===== src/rtl/pipe_pkg.sv =====
// Shared defaults and slot bundle for the elastic pipeline-register chain.
// Imported by pipe_stage_slot and pipe_stage_chain.
package pipe_pkg;

    localparam int PIPE_DEPTH_DEF  = 4;
    localparam int PIPE_DATA_W_DEF = 128;
    localparam int PIPE_CTRL_W_DEF = 8;
    localparam int PIPE_CNT_W_DEF  = 32;

    // One pipeline slot at the default widths. The chain builds its own
    // local equivalent when it is instantiated with other widths.
    typedef struct packed {
        logic                       valid;
        logic [PIPE_CTRL_W_DEF-1:0] ctrl;
        logic [PIPE_DATA_W_DEF-1:0] data;
    } pipe_slot_t;

endpackage


===== src/rtl/pipe_stage_slot.sv =====
// One pipeline register slot: loads its source when told to, can be squashed,
// and never carries ctrl/data while invalid.
// Ports:
//   clock    - rising-edge clock
//   reset    - synchronous active-low reset
//   load_i   - take src_i this cycle
//   squash_i - force the next valid to 0 (beats load and keep)
//   src_i    - slot offered by the younger neighbour / input
//   slot_o   - registered slot contents
module pipe_stage_slot
    import pipe_pkg::*;
#(
    parameter type slot_t = pipe_slot_t
) (
    input  logic  clock,
    input  logic  reset,
    input  logic  load_i,
    input  logic  squash_i,
    input  slot_t src_i,
    output slot_t slot_o
);

    slot_t slot_q;
    slot_t slot_d;

    always_comb begin
        slot_d = slot_q;
        if (load_i) begin
            slot_d = src_i;
        end
        if (squash_i) begin
            slot_d.valid = 1'b0;
        end
        // A bubble never leaks stale control into later stages.
        if (!slot_d.valid) begin
            slot_d.ctrl = '0;
            slot_d.data = '0;
        end
    end

    always_ff @(posedge clock) begin
        if (!reset) begin
            slot_q <= '0;
        end else begin
            slot_q <= slot_d;
        end
    end

    assign slot_o = slot_q;

endmodule


===== src/rtl/pipe_stage_chain.sv =====
// Elastic chain of DEPTH pipeline slots with hold, flush, bubbles,
// valid/ready at both ends and a saturating input-stall counter.
// Ports:
//   clock, reset            - clock, synchronous active-low reset
//   in_valid/in_ready       - input handshake, in_data/in_ctrl payload
//   hold[k]                 - freeze stage k this cycle
//   flush[k]                - squash stages 0..k and the input entry
//   out_valid/out_ready     - output handshake, out_data/out_ctrl payload
//   stage_valid             - registered valid bit of every stage
//   stall_cnt               - cycles with in_valid & !in_ready (saturating)
module pipe_stage_chain
    import pipe_pkg::*;
#(
    parameter int DEPTH  = PIPE_DEPTH_DEF,
    parameter int DATA_W = PIPE_DATA_W_DEF,
    parameter int CTRL_W = PIPE_CTRL_W_DEF,
    parameter int CNT_W  = PIPE_CNT_W_DEF
) (
    input  logic              clock,
    input  logic              reset,
    input  logic              in_valid,
    output logic              in_ready,
    input  logic [DATA_W-1:0] in_data,
    input  logic [CTRL_W-1:0] in_ctrl,
    input  logic [DEPTH-1:0]  hold,
    input  logic [DEPTH-1:0]  flush,
    output logic              out_valid,
    input  logic              out_ready,
    output logic [DATA_W-1:0] out_data,
    output logic [CTRL_W-1:0] out_ctrl,
    output logic [DEPTH-1:0]  stage_valid,
    output logic [CNT_W-1:0]  stall_cnt
);

    typedef struct packed {
        logic              valid;
        logic [CTRL_W-1:0] ctrl;
        logic [DATA_W-1:0] data;
    } slot_t;

    slot_t            cur [DEPTH];
    slot_t            src [DEPTH];
    logic [DEPTH-1:0] vld;
    logic [DEPTH:0]   rdy;
    logic [DEPTH-1:0] fm;

    for (genvar k = 0; k < DEPTH; k++) begin : g_vld
        assign vld[k] = cur[k].valid;
    end

    // Ready ripples from the output back to the input.
    always_comb begin
        rdy        = '0;
        rdy[DEPTH] = out_ready;
        for (int k = DEPTH - 1; k >= 0; k--) begin
            rdy[k] = !hold[k] & (!vld[k] | rdy[k+1]);
        end
    end

    // A flush of stage k also kills every younger stage.
    always_comb begin
        fm            = '0;
        fm[DEPTH-1]   = flush[DEPTH-1];
        for (int k = DEPTH - 2; k >= 0; k--) begin
            fm[k] = flush[k] | fm[k+1];
        end
    end

    // A held or flushed stage offers a bubble to its older neighbour, so
    // its entry is neither duplicated nor resurrected downstream.
    always_comb begin
        src[0].valid = in_valid;
        src[0].ctrl  = in_ctrl;
        src[0].data  = in_data;
        for (int k = 1; k < DEPTH; k++) begin
            src[k]       = cur[k-1];
            src[k].valid = cur[k-1].valid & !fm[k-1] & !hold[k-1];
        end
    end

    for (genvar k = 0; k < DEPTH; k++) begin : g_slot
        pipe_stage_slot #(
            .slot_t (slot_t)
        ) u_slot (
            .clock    (clock),
            .reset    (reset),
            .load_i   (rdy[k]),
            .squash_i (fm[k]),
            .src_i    (src[k]),
            .slot_o   (cur[k])
        );
    end

    assign in_ready    = rdy[0] & reset;
    assign out_valid   = vld[DEPTH-1] & reset;
    assign out_data    = cur[DEPTH-1].data;
    assign out_ctrl    = out_valid ? cur[DEPTH-1].ctrl : '0;
    assign stage_valid = vld;

    logic [CNT_W-1:0] cnt_q;
    logic [CNT_W-1:0] cnt_d;

    always_comb begin
        cnt_d = cnt_q;
        if (in_valid && !in_ready && (cnt_q != '1)) begin
            cnt_d = cnt_q + CNT_W'(1);
        end
    end

    always_ff @(posedge clock) begin
        if (!reset) begin
            cnt_q <= '0;
        end else begin
            cnt_q <= cnt_d;
        end
    end

    assign stall_cnt = cnt_q;

endmodule

===== config.mk =====
export PLATFORM = sky130hd
export DESIGN_NAME = pipe_stage_chain
export DESIGN_NICKNAME = d
export VERILOG_FILES = /design/src/rtl/pipe_pkg.sv /design/src/rtl/pipe_stage_slot.sv /design/src/rtl/pipe_stage_chain.sv
export SDC_FILE = /design/constraint.sdc
export NUM_CORES = 1
export LEC_CHECK = 0
export ABC_AREA = 1
export CAP_MARGIN = 10
export CORE_MARGIN = 2
export CORE_UTILIZATION = 42
export DETAILED_ROUTE_END_ITERATION = 7
export DONT_BUFFER_PORTS = 1
export SLEW_MARGIN = 0
export SYNTH_ARGS = -nofsm -noshare
export SYNTH_HDL_FRONTEND = slang
export SYNTH_SLANG_ARGS = --single-unit

===== constraint.sdc =====
create_clock -name clock -period 3.35 [get_ports clock]
set_input_delay 0.67 -clock clock [delete_from_list [all_inputs] [get_ports clock]]
set_output_delay 0.67 -clock clock [all_outputs]
set_load 0.01 [all_outputs]

# Word-level counts from Yosys, hierarchy flattened
# Cells that the tools add are included.
# word_totals
input_bits	148
out_inout_bits	174
reg_bits	580
wordCells	61
# op_classes
mux	9
n_eq_ne	1
n_reduce_logical	18
addsub	1
bitwise	19
# op_table
op	count
$mux W137	4
$add A32 B1 Y32 const B	1
$ne A32 B32 Y1 const B	1
$and A1 B1 Y1	12
$logic_not A1 Y1	12
$mux W8	1
$reduce_and A2 Y1	4
$or A1 B1 Y1	7
$mux W1	4
$logic_and A1 B1 Y1	2

# Longest topological paths before layout
# depth
depth_word	13
ltp_mapped	14
ltp_nobuf	13

# Cells and area by module
# Synthesis repeated with hierarchy kept, for this count alone.
# hier_totals
hier_cells	3367
area_unflattened_um2	24342.1
# modules_own_cells
module	instances	cells_per_inst	area_per_inst_um2	seq_area_each_um2
pipe_stage_slot	4	735	5471.5	2742.6
pipe_stage_chain	1	427	2456.1	640.6

# Worst setup path after synthesis
# No wires, ideal clock.
# synth_timing
path_kind	input-to-output
start	in out_ready
end	out in_ready
path_slack_ns	1.097
required_time_ns	2.680
path_stages	11
n_path_buf	1
t_arrival_ns	1.583
path_cell_list	inv_1 -> nand2_1 -> nand2_1 -> nand2_1 -> nand2_1 -> nand2_1 -> nand2_1 -> nand2_1 -> nand3_2 -> buf_2 -> inv_1
# synth_between
elab_chain_cells	9
# synth_lines
element	line	rtl
from (decl)	pipe_stage_chain.sv:28	input logic out_ready,
$or A1 B1 Y1	pipe_stage_chain.sv:56	rdy[k] = !hold[k] & (!vld[k] | rdy[k+1]);
$and A1 B1 Y1	pipe_stage_chain.sv:56	
$or A1 B1 Y1	pipe_stage_chain.sv:56	
$and A1 B1 Y1	pipe_stage_chain.sv:56	
$or A1 B1 Y1	pipe_stage_chain.sv:56	
$and A1 B1 Y1	pipe_stage_chain.sv:56	
$or A1 B1 Y1	pipe_stage_chain.sv:56	
$and A1 B1 Y1	pipe_stage_chain.sv:56	
$and A1 B1 Y1	pipe_stage_chain.sv:94	assign in_ready = rdy[0] & reset;
to (decl)	pipe_stage_chain.sv:22	output logic in_ready,
# No other way between the ends.

# Worst setup path in the final report
# layout_timing
start	reg g_slot[3].u_slot.slot_q (netlist bit g_slot[3].u_slot.slot_o[136])
end	out in_ready
# layout_between
elab_chain_cells	10
# layout_lines
element	line	rtl
from (decl)	pipe_stage_slot.sv:23	slot_t slot_q;
from (signal assigned)	pipe_stage_slot.sv:45	slot_q <= slot_d;
$logic_not A1 Y1	pipe_stage_chain.sv:56	
$or A1 B1 Y1	pipe_stage_chain.sv:56	
$and A1 B1 Y1	pipe_stage_chain.sv:56	
$or A1 B1 Y1	pipe_stage_chain.sv:56	
$and A1 B1 Y1	pipe_stage_chain.sv:56	
$or A1 B1 Y1	pipe_stage_chain.sv:56	
$and A1 B1 Y1	pipe_stage_chain.sv:56	
$or A1 B1 Y1	pipe_stage_chain.sv:56	
$and A1 B1 Y1	pipe_stage_chain.sv:56	
$and A1 B1 Y1	pipe_stage_chain.sv:94	
# No other way between the ends.

==> impl_metrics.tcl <==
set metrics [dict create \
    slowest_stage "nand3_2" \
    fin_setup_tns_ns 0 \
    fp.coreArea_um2 52400 \
    cts_max_path_buffers 3 \
    die_y_um 234 \
    setup_viol 0 \
    gp_congestion 0.905 \
    grt_setup_unrepaired "no" \
    grt.total_usage 0.216 \
    cts_sinks 580 \
    synth_area_per_cell_um2 7.63 \
    finalMaxSlewViolations 0 \
    htree_levels 2 \
    io_buffers 0 \
    die_area_um2 54800 \
    min_period_ns 2.92 \
    fin_crit_sh 0.870 \
    tightest_slew_ns 0.905 \
    crit_fanout 18 \
    criticalPathCategory "flop to output pin" \
    routedWlPerCell_um 18.1 \
    path_cells "nand2_1 > nand2_4 > nand2_4 > nand2_4 > nand2_1 > nand2_4 > nand2_1 > nand3_2 > inv_1" \
    pin_count 322 \
    required_ns 2.68 \
    clock_skew_ns 0.0285 \
    start_util 0.424 \
    grt_pass1_wl_mm 94.0 \
    drt-vias-per-instance 5.30 \
    cts_resized 0 \
    post-dp-hpwl_mm 36.6 \
    start_kind "flop" \
    hold_viol_final 0 \
    outcome "finished clean" \
    cts_hold_buf 0 \
    post-cts-setup-buffers 0 \
    p_per_area_nw_per_um2 600 \
    clkTransAtPathRegs_ns 0.06 \
    netlist_instances 2914 \
    grt_pass1_vias 17000 \
    root_buffer "clkbuf_16" \
    final_cell_mix "nand2_1, dfxtp_1, a21oi_1, nand3_1, nor2_1" \
    placed_cell_area_um2 21500 \
    nets 2806 \
    maxSlewHeadroom 0.397 \
    layout_commonest_cell "nand2_1" \
    antenna_found_initial 2 \
    synth-warning-count 0 \
    overflow 0 \
    grt_max_degree 137 \
    whs_ns 0.171 \
    crit_top_cell "nand2_4" \
    clk_latency_ns 0.61 \
    fmax_ghz 0.343 \
    fp.dieW_um 234 \
    final_area_um2 23600 \
    cpPeakStageDelay_ns 0.38 \
    p_leak_nw 7.17 \
    fin_total_pwr_w 0.0141 \
    synth_area_um2 22200 \
    rows 84 \
    wl_mm 61.5 \
    final_util 0.449 \
    seq_area_frac_synth 0.522 \
    drtAntennaViolNets 0 \
    drive_gt1_frac 0.0540 \
    via_count 18000 \
    vdd_ir_drop_max_v 0.000353 \
    ys_types 31 \
    synth_seq_cells 580 \
    post-route-drc-count 0 \
    setup.worst_path.end_class "output pin" \
    holdCritPathClass "input port to flop" \
    numCtsBuffers 59 \
    syn_to_final_growth_pct 5.91 \
    cap_violations 0 \
    first_pass_iters 7 \
    cp.arrival_ns 2.25 \
    syn_nets 3063 \
    drt_iter0_drc 1172 \
    tritoncts "built" \
]
worst paths after layout:
kind,start,endpoint,slack (ns),cells after the start
worst max register to register,g_slot[3].u_slot.slot_o[136],g_slot[0].u_slot.slot_o[24],0.69,11
worst min register to register,g_slot[0].u_slot.slot_o[132],g_slot[1].u_slot.slot_o[132],0.45,2
worst min-delay path,reset,stall_cnt[0],0.17,2
worst max-delay path,g_slot[3].u_slot.slot_o[136],in_ready,0.43,9
synthesized netlist by cell type, drive strengths merged:
library cell	n	area share
inv	50	0.0084
xnor2	5	0.0020
o21ai	3	0.00067
nand2	1085	0.18
nor2b	1	0.00028
o311ai	1	0.00039
buf	224	0.068
ha	1	0.00056
xor2	9	0.0035
nand3b	10	0.0034
dfxtp	580	0.52
nand4	33	0.010
nor2	67	0.012
a21oi	570	0.13
o41ai	1	0.00039
or2	1	0.00028
nand3	153	0.035
clkbuf	117	0.020
nor3	2	0.00067
a211oi	1	0.00034
critical path: cells and delay by family, from the launching register on:
kind                   cells  cell delay, ns
buffers and inverters      1            0.24
DFF                        1            0.36
and+or+nand+nor            8            1.03
layout make-up:
cell class | instances | area (µm²)
Antenna cell | 2 | 5.00
Clock buffer | 90 | 1800
Clock inverter | 19 | 213
Fill cell | 5296 | 28900
Inverter | 50 | 200
Multi-Input combinational cell | 1943 | 8550
Sequential cell | 580 | 11600
Tap cell | 688 | 861
Timing Repair Buffer | 23 | 318
flip-flops by register name, summed over array words and instances (netlist names):
name and flops:
stall_cnt 32, g_slot.u_slot.slot_o 548
routing by layer:
| layer | GRT usage | vias up | share of wire |
|---|---|---|---|
| li1 | - | 8770 | - |
| met3 | 0.0405 | 107 | 0.060 |
| met5 | 0 | - | 0 |
| met2 | 0.352 | 500 | 0.47 |
| met4 | 0.0831 | 0 | 0.031 |
| met1 | 0.284 | 8606 | 0.44 |
stage by stage:
step | std cells | setup WS (ns)
floorplan | 2914 | 1.10
global placement | 3283 | 0.415
detailed placement | 3283 | 0.406
CTS | 3392 | 0.383
global route | 3395 | 0.315
finish | 3395 | 0.435
power breakdown:
part	internal [W]	switching (W)	total, W
logic	0.0000741	0.000386	0.000460
registers	0.00690	0.0000112	0.00692
clock network	0.00399	0.00276	0.00675
total	0.0110	0.00316	0.0141
kinds of logic (layout without fill, tap and decap cells):
family,count (synthesis),count (layout),synth area share
simple gates,1352,1352,0.245
flops,580,580,0.522
compound gates,576,576,0.130
buf+inv,391,182,0.0966
xor+xnor,14,14,0.00551
fa+ha+maj,1,1,0.000562
other cells,0,2,0
Power figures use the tool's default switching activity.
